**src/rtl/tiny_pattern_generator.sv**
```systemverilog
// tiny_pattern_generator: serial pattern source, MSB first, div+1 clocks per bit; TPG_LOOP_COUNT_EN adds loop_count.
module tiny_pattern_generator #(
    parameter int PATTERN_BITS = 8,
    parameter int DIV_WIDTH    = 8
) (
    input  logic       clk,
    input  logic       rst,
    input  logic       cfg_valid,
    input  logic       cfg_bit,
    input  logic       start,
    input  logic       stop,
    input  logic       one_shot,
    output logic       data_out,
    output logic       busy,
    output logic       bit_strobe,
    output logic       rising_pulse,
    output logic       falling_pulse,
    output logic       done
`ifdef TPG_LOOP_COUNT_EN
    ,
    output logic [7:0] loop_count
`endif
);
    localparam int CFG_W = DIV_WIDTH + PATTERN_BITS;
    localparam int IW = PATTERN_BITS > 1 ? $clog2(PATTERN_BITS) : 1;
    localparam logic [IW-1:0] LAST = IW'(PATTERN_BITS - 1);
    localparam logic [IW-1:0] ONE_I = IW'(1);
    localparam logic [DIV_WIDTH-1:0] ONE_D = DIV_WIDTH'(1);
    typedef enum logic {IDLE, RUN} state_t;
    state_t                  state_q, state_d;
    logic [CFG_W-1:0]        cfg_q, cfg_d;
    logic [DIV_WIDTH-1:0]    cnt_q, cnt_d;
    logic [IW-1:0]           idx_q, idx_d;
    logic                    os_q, os_d;
    logic                    data_q, data_d;
    logic                    busy_q, busy_d;
    logic                    strobe_q, strobe_d;
    logic                    rise_q, rise_d;
    logic                    fall_q, fall_d;
    logic                    done_q, done_d;
    logic [DIV_WIDTH-1:0]    div;
    logic [PATTERN_BITS-1:0] pat;
`ifdef TPG_LOOP_COUNT_EN
    logic [7:0]              loop_q, loop_d;
    assign loop_count = loop_q;
`endif
    assign div = cfg_q[CFG_W-1:PATTERN_BITS];
    assign pat = cfg_q[PATTERN_BITS-1:0];
    always_comb begin
        state_d  = state_q;
        cfg_d    = cfg_q;
        cnt_d    = cnt_q;
        idx_d    = idx_q;
        os_d     = os_q;
        data_d   = data_q;
        strobe_d = 1'b0;
        done_d   = 1'b0;
`ifdef TPG_LOOP_COUNT_EN
        loop_d   = loop_q;
`endif
        if (state_q == IDLE) begin
            cfg_d = cfg_valid ? {cfg_q[CFG_W-2:0], cfg_bit} : cfg_q;
            if (start && !stop) begin
                state_d  = RUN;
                os_d     = one_shot;
                idx_d    = LAST;
                cnt_d    = div;
                data_d   = pat[PATTERN_BITS-1];
                strobe_d = 1'b1;
`ifdef TPG_LOOP_COUNT_EN
                loop_d   = 8'd0;
`endif
            end
        end else if (stop) begin
            state_d = IDLE;
            data_d  = 1'b0;
        end else if (cnt_q != '0) begin
            cnt_d = cnt_q - ONE_D;
        end else begin
            idx_d = idx_q != '0 ? idx_q - ONE_I : LAST;
            cnt_d = div;
`ifdef TPG_LOOP_COUNT_EN
            loop_d = (idx_q == '0 && loop_q != 8'hFF) ? loop_q + 8'd1 : loop_q;
`endif
            if (idx_q == '0 && os_q) begin
                state_d = IDLE;
                data_d  = 1'b0;
                done_d  = 1'b1;
            end else begin
                data_d   = pat[idx_d];
                strobe_d = 1'b1;
            end
        end
        busy_d = state_d == RUN;
        rise_d = data_d & ~data_q;
        fall_d = ~data_d & data_q;
    end
    always_ff @(posedge clk or posedge rst) begin
        if (rst) begin
            state_q  <= IDLE;
            cfg_q    <= '0;
            cnt_q    <= '0;
            idx_q    <= '0;
            os_q     <= 1'b0;
            data_q   <= 1'b0;
            busy_q   <= 1'b0;
            strobe_q <= 1'b0;
            rise_q   <= 1'b0;
            fall_q   <= 1'b0;
            done_q   <= 1'b0;
`ifdef TPG_LOOP_COUNT_EN
            loop_q   <= 8'd0;
`endif
        end else begin
            state_q  <= state_d;
            cfg_q    <= cfg_d;
            cnt_q    <= cnt_d;
            idx_q    <= idx_d;
            os_q     <= os_d;
            data_q   <= data_d;
            busy_q   <= busy_d;
            strobe_q <= strobe_d;
            rise_q   <= rise_d;
            fall_q   <= fall_d;
            done_q   <= done_d;
`ifdef TPG_LOOP_COUNT_EN
            loop_q   <= loop_d;
`endif
        end
    end
    assign data_out      = data_q;
    assign busy          = busy_q;
    assign bit_strobe    = strobe_q;
    assign rising_pulse  = rise_q;
    assign falling_pulse = fall_q;
    assign done          = done_q;
endmodule
```
**config.mk**
```make
export PLATFORM = sky130hd
export DESIGN_NAME = tiny_pattern_generator
export DESIGN_NICKNAME = d
export VERILOG_FILES = /design/src/rtl/tiny_pattern_generator.sv
export SDC_FILE = /design/constraint.sdc
export NUM_CORES = 1
export LEC_CHECK = 0
export ABC_AREA = 1
export CORE_MARGIN = 3
export CORE_UTILIZATION = 40
export CTS_CLUSTER_DIAMETER = 40
export CTS_CLUSTER_SIZE = 25
export DETAILED_ROUTE_END_ITERATION = 8
export DONT_BUFFER_PORTS = 1
export PLACE_DENSITY_LB_ADDON = 0.15
export SYNTH_ARGS = -nofsm -noshare
export SYNTH_HDL_FRONTEND = slang
export SYNTH_SLANG_ARGS = --single-unit
```
**constraint.sdc**
```tcl
create_clock -name clk -period 3 [get_ports clk]
set_input_delay 0.6 -clock clk [delete_from_list [all_inputs] [get_ports clk]]
set_output_delay 0.6 -clock clk [all_outputs]
set_load 0.02 [all_outputs]
```
# Word-level counts from Yosys, hierarchy flattened
# Cells that the tools add are included.
# Widths: inputs -> output; s select.
[word_totals] ff_bits=34 latchBits=0 ramBits=0 mem_bits_ro=0 out_inout_bits=6 mem_count=0
[classes] addsub=2 mul=0 div=0 order_cmp=1 n_eq_ne=2 shift=0 muxes=28 bitwise=5 n_reduce_logical=11
[op_table] op="$mux 8" count=4
[op_table] op="$mux 1" count=18
[op_table] op="$mux 3" count=5
[op_table] op="$reduce_bool 8->1" count=1
[op_table] op="$sub 8x1->8 const B" count=1
[op_table] op="$reduce_and 2->1" count=3
[op_table] op="$lt 3x4->1 const B" count=1
[op_table] op="$ne 2x2->1 const B" count=2
[op_table] op="$bmux 1 s3" count=1
[op_table] op="$logic_not 3->1" count=1
[op_table] op="$not 1->1" count=3
[op_table] op="$reduce_and 3->1" count=1
[op_table] op="$reduce_bool 3->1" count=1
[op_table] op="$sub 3x1->3 const B" count=1
[op_table] op="$and 1x1->1" count=2
[op_table] op="$logic_and 1x1->1" count=2
[op_table] op="$reduce_bool 2->1" count=1
[op_table] op="$logic_not 1->1" count=1

# Longest topological paths before layout
[logic_depth] ltp_word=10 mapped_depth=11 ltp_nobuf=11

# Worst setup path before layout
# OpenSTA, ideal clock, no wires.
[synth_timing] path_type="register to register" from="register cnt_q[0]" to="register cnt_q[0]" setup_ps=138 arrival_time_ps=1297 required_ps=2862 setup_slack_ps=1565 stages_incl_launch_ff=10 period_less_slack_ps=1435 cell_sequence="dfrtp_1 -> inv_1 -> ha_1 -> nor3b_2 -> nand2_4 -> nand2_4 -> buf_6 -> nor2_2 -> nand2_1 -> o221ai_1"
[synth_between] elab_chain_cells=4 elab_cells_between_ends=5 cone_classes="add/sub: 1; mux: 3; reduce/logical: 1"
[synth_lines] item="start, declared" line="32" source="logic [DIV_WIDTH-1:0] cnt_q, cnt_d;"
[synth_lines] item="start signal, assigned" line="117" source="cnt_q <= cnt_d;"
[synth_lines] item="$sub 8x1->8 or $reduce_bool 8->1 (tied branches)" line="78, 77"
[synth_lines] item="$mux 8 *" line="77" source="end else if (cnt_q != '0) begin"
[synth_lines] item="$mux 8 *" line="74" source="end else if (stop) begin"
[synth_lines] item="$mux 8 *" line="61" source="if (state_q == IDLE) begin"
# Mark *: on every way between the ends. The rest lies on a longest branch, timed or not. The select of a mux whose other input is x is not followed.
# A chain may end at the register's enable or synchronous reset.

==> flow_summary.json <==
{
  "power_per_cell_area_nw_per_um2": 938.4,
  "syn-num-nets": 215,
  "cp_slowest_cell": "nand2_1",
  "ys_warn_count": 0,
  "final_nets": 218,
  "numClockSinks": 34,
  "cts.clk_slew.worst_paths_ps": 70,
  "maxCapViolCount": 0,
  "rsz0062_at_grt": "false",
  "post-dp-hpwl_mm": 2.340,
  "cts_tree": "done",
  "crit_buf_inv": 1,
  "viasPerCell": 5.023,
  "status": "complete, no violations",
  "grt_pass1_vias": 1203,
  "synth_compound_area_frac": 0.1265,
  "ctsRootBufferMaster": "clkbuf_8",
  "path_delay_family": "simple AND/OR/NAND/NOR gates",
  "fp.dieArea_um2": 5178,
  "synth_ff_type": "dfrtp_1",
  "die_w_um": 71.96,
  "setup_viol": 0,
  "diodes": 0,
  "syn_inst": 204,
  "io_buffers": 0,
  "synth-seq-cells": 34,
  "syn-mean-instance-area_um2": 8.531,
  "seq_area_frac_synth": 0.4889,
  "vias": 1296,
  "synthArstFlopShare": 1.000,
  "drtIter0Drc": 43,
  "clock_latency_ps": 280,
  "cts_hold_repair.buffers": 0,
  "ant_nets": 0,
  "htreeDepth": 2,
  "synth_cell_types": 28,
  "core_area_um2": 4086,
  "hp-class": "in2async",
  "postCtsSetupBuffers": 0,
  "tns_ps": 0,
  "synthAdderAreaFrac": 0.02876,
  "synth-edff-count": 0,
  "start_util": 0.4259,
  "fin_crit_ps": 1770,
  "path_class": "reg2reg",
  "yosysTopAreaCellShare": 0.4889,
  "die_y_um": 71.96,
  "cts_resized": 0,
  "max_stage_delay_ps": 650,
  "synth.area.top_cells": "dfrtp_1 (49%), nand2_1 (9.1%), inv_1 (7.1%), o21ai_0 (4.3%), nand3_1 (3.5%)",
  "rows": 23,
  "synth.largest_area_cell": "dfrtp_1",
  "crit_path_cell_trace": "inv_1, nand2_1, o21ai_0",
  "fin_crit_sh": 0.5899,
  "dr.pass1.iters": 4,
  "synthMuxAreaShare": 0.01222,
  "finClkSkew_ps": 5.474,
  "synth_top_family_by_area": "simple AND/OR/NAND/NOR gates",
  "wirelength_mm": 3.168,
  "max_freq_ghz": 0.5651,
  "syn_area_um2": 1740,
  "crit_required_ps": 3130,
  "synth-simple-area-share": 0.2200,
  "ios": 13,
  "drive_gt1_frac": 0.1250,
  "start_kind": "flop",
  "arrival_ps": 1900,
  "wl_per_cell_um": 12.28,
  "slew_viol_final": 0,
  "cellLeakagePower_nw": 0.9414,
  "preCtsSetupSlack_ps": 1229,
  "yosys-top-cells-count": "nand2_1 (42), dfrtp_1 (34), inv_1 (33)",
  "grt_max_degree": 33,
  "final-hold-violation-count": 0,
  "clockBufferDepth": 2,
  "slew_headroom": 0.4560,
  "end_kind": "flop",
  "worstMarginPinSlew_ps": 814.1,
  "numCtsBuffers": 5,
  "antenna_found_initial": 0,
  "fin_ws_ps": 1230,
  "gp_congestion": 0.8250,
  "drc": 0,
  "synthXorXnorAreaFrac": 0.02516,
  "areaGrowthSynthToFinish_pct": 6.974,
  "vdd_drop_max_mv": 0.3213,
  "grtUsageTotal": 0.1371,
  "grt_pass1_wl_mm": 5.492,
  "synth.most_common_cell": "nand2_1",
  "grt_overflow": 0,
  "path_max_fanout": 32
}
-- flip-flops by register name, summed over array words and instances (netlist names) --
register       count
cfg_q             16
cnt_q              8
idx_q              3
bit_strobe         1
busy               1
data_out           1
done               1
falling_pulse      1
os_q               1
rising_pulse       1
-- through the flow --
step | hold slack, ps | std cells | utilization | power [mW] | instance area (um^2)
2_1_floorplan | 453.0 | 204 | - | 1.276 | 1740
3_3_place_gp | 467.6 | 250 | 0.4333 | 1.384 | 1770
3_5_place_dp | 473.9 | 250 | 0.4333 | 1.402 | 1770
4_1_cts | 174.2 | 258 | 0.4556 | 1.759 | 1862
5_1_grt | 189.7 | 258 | 0.4556 | 1.886 | 1862
6_report | 163.1 | 258 | 0.4556 | 1.747 | 1862
-- logic make-up (layout without fill, tap and decap cells) --
group,Yosys count,count (layout)
muxes,2,2
and+or+nand+nor,81,81
adders and majority gates,4,4
DFF,34,34
xor gates and xnor gates,5,5
buffers and inverters,40,44
AOI/OAI and AO/OA,38,38
-- routing by layer --
metal / up-vias / GRT usage / routed length [um]
li1: 652 / - / -
met1: 615 / 0.1847 / 1611
met2: 22 / 0.2000 / 1319
met3: 7 / 0.04986 / 176
met4: 0 / 0.05637 / 61
met5: - / 0 / 0
-- worst reg2reg max path, cell delays in order, from the launching register on --
cell and delay [ps]:
dfrtp_1 590, inv_1 190, nand2_1 650, o21ai_0 190
-- final timing paths --
path	start	to	slack, ps	cells after the start
setup reg to reg	busy	cfg_q[13]	1230	3
min in group clk	one_shot	os_q	460	1
hold reg to reg	cfg_q[9]	cfg_q[9]	490	2
hold / removal	rst	falling_pulse	160	1
setup / recovery	busy	cfg_q[13]	1230	3
max in group asynchronous	rst	cfg_q[9]	2180	2
-- placed cells by master, fill, tap and decap left out, types with 2 or more instances in the layout --
cell type,instances
o21ai_1,9
nor2_1,12
nand2_2,3
dfrtp_1,34
nand4_1,3
o21ai_0,15
inv_2,2
o221ai_1,2
nor2_2,2
nand2_4,3
nand2_1,42
clkbuf_8,6
o211ai_2,2
ha_1,4
inv_1,33
xor2_1,5
a21oi_1,8
nand3_1,12
-- final cells by class --
type	instances	area, um^2
Fill cell	406	2225
Sequential cell	34	850.8
Multi-Input combinational cell	130	718.2
Inverter	35	131.4
Clock buffer	7	86.33
Tap cell	50	62.56
Timing Repair Buffer	1	7.507
Clock inverter	1	5.005
-- power breakdown --
part | leakage (nW) | switching [mW] | internal, mW
sequential | 0.424 | 0.128 | 0.610
clock | 0.0482 | 0.166 | 0.185
combinational | 0.469 | 0.412 | 0.245
total | 0.941 | 0.706 | 1.04
(Power assumes the default switching activity.)
==> edit: new RTL, same settings <==
Add a define of `TPG_LOOP_COUNT_EN`.
--- a/src/rtl/tiny_pattern_generator.sv
+++ b/src/rtl/tiny_pattern_generator.sv
@@ -1,3 +1,5 @@
 // tiny_pattern_generator: serial pattern source, MSB first, div+1 clocks per bit; TPG_LOOP_COUNT_EN adds loop_count.
+`define TPG_LOOP_COUNT_EN
+
 module tiny_pattern_generator #(
     parameter int PATTERN_BITS = 8,
Check against the original RTL (old outputs only; new: loop_count): equivalent (Yosys induction, for registers that start in step).
==> edit against the unedited design <==
- worst setup slack got worse by 0.15 ns
- area after synthesis rose by 27%
- design area rose by 28%
- sequential cell count rose by 8
- total power rose by 41%
- clock skew rose by 0.0052 ns
- wire length rose by 36%
- sequential power rose by 41%
- critical endpoint is now loop_count[6]
==> edit: results (changes against the unedited design) <==
ys_top_cells_by_count: "nand2_1 (69), dfrtp_1 (42), inv_1 (33)"
yosysSeqAreaShare: 0.475  # -0.0140
dr_wl_met3_um: 203  # +15%
regToRegSetupSlack_ns: 1.08  # -0.15 ns
fin_hold_ws_ns: 0.293  # +0.129 ns
crit_end: "loop_count[6]"
grt.met1_usage: 0.205  # +0.0201
largest_reg_flops: 16  # unchanged
synth_area_leaders: "dfrtp_1 (47%), nand2_1 (12%), o21ai_0 (5.9%)"
clkTransAtPathRegs_ns: 0.09  # +0.02 ns
critPathSlowestCell: "dfrtp_1"
crit_fanout: 14  # -56%
syn_nets: 282  # +31%
dp_hpwl_mm: 3.14  # +34%
multi_input_area_um2: 991  # +38%
wl_met2_mm: 1.92  # +45%
placed_area_um2: 2280  # +29%
p_seq_mw: 1.04  # +41%
cts_root_buffer: "clkbuf_8"
gp_congestion: 0.831  # +0.69%
cts_resized: 0  # unchanged
grt-ovfl-total: 0  # unchanged
avgSynthCellArea_um2: 8.20  # -3.9%
layout.nets: 285  # +31%
fin_crit_sh: 0.641  # +0.0511
grt_use_met3: 0.0426  # -0.00726
grt_max_degree: 32  # -3.0%
outcome: "complete, no violations"
grt_pass1_wl_mm: 7.56  # +38%
wl_mm: 4.32  # +36%
layout-drive-gt1-share: 0.113  # -0.0119
async_flop_share: 1.00  # unchanged
max_slew_margin: 0.340  # -0.116
grt_pass1_vias: 1642  # +36%
numCtsBuffers: 5  # unchanged
hold_path_class: "primary input to async pin"
critPathMaxStageDelay_ns: 0.78  # +0.13 ns
worst_clock_skew_ns: 0.0107  # +0.00518 ns
largest-register: "cfg_q"
dpl.cell_count: 336  # +34%
fill_cells: 530  # +31%
via_per_inst: 4.87  # -3.0%
r2r-start: "busy"
startpoint: "busy"
synth.distinct_cells: 28  # unchanged
internal-power_mw: 1.39  # +33%
avgRoutedWirePerCell_um: 12.6  # +2.3%
io_buffer_count: 0  # unchanged
m1WireLength_mm: 2.14  # +33%
leakage_nw: 1.20  # +27%
drtIter0Drc: 52  # +21%
pg_clk_mw: 0.447  # +27%
ir_drop_v: 0.000440  # +37%
reg2reg_depth: 8  # +5
met2_usage: 0.233  # +0.0326
clk_latency_ns: 0.30  # +0.02 ns
clock_power_share: 0.181  # -0.020
gr-usage-all-layers: 0.151  # +0.0137
[edit: cell families (layout without fill, tap and decap cells)]
| logic type | Yosys count | in the layout | share of synthesized area |
|---|---|---|---|
| adders and majority gates | 5 | 5 | 0.0283 |
| DFF | 42 | 42 | 0.475 |
| AOI/OAI and AO/OA | 46 | 46 | 0.119 |
| buffers and inverters | 41 | 45 | 0.0774 |
| xor gates and xnor gates | 7 | 7 | 0.0277 |
| muxes | 2 | 2 | 0.0102 |
| and+or+nand+nor | 127 | 127 | 0.262 |
[edit: layout make-up]
cell class / instances / share of cell area
Inverter: 35 / 0.0570
Tap cell: 70 / 0.0366
Timing Repair Buffer: 2 / 0.00628
Clock buffer: 6 / 0.0304
Clock inverter: 2 / 0.0157
Multi-Input combinational cell: 187 / 0.414
Sequential cell: 42 / 0.440
[edit: worst max-delay path: cells and delay by family (launching register included)]
kind | cells | cell delay [ns]
simple gates | 6 | 0.73
buf+inv | 2 | 0.36
flops | 1 | 0.78
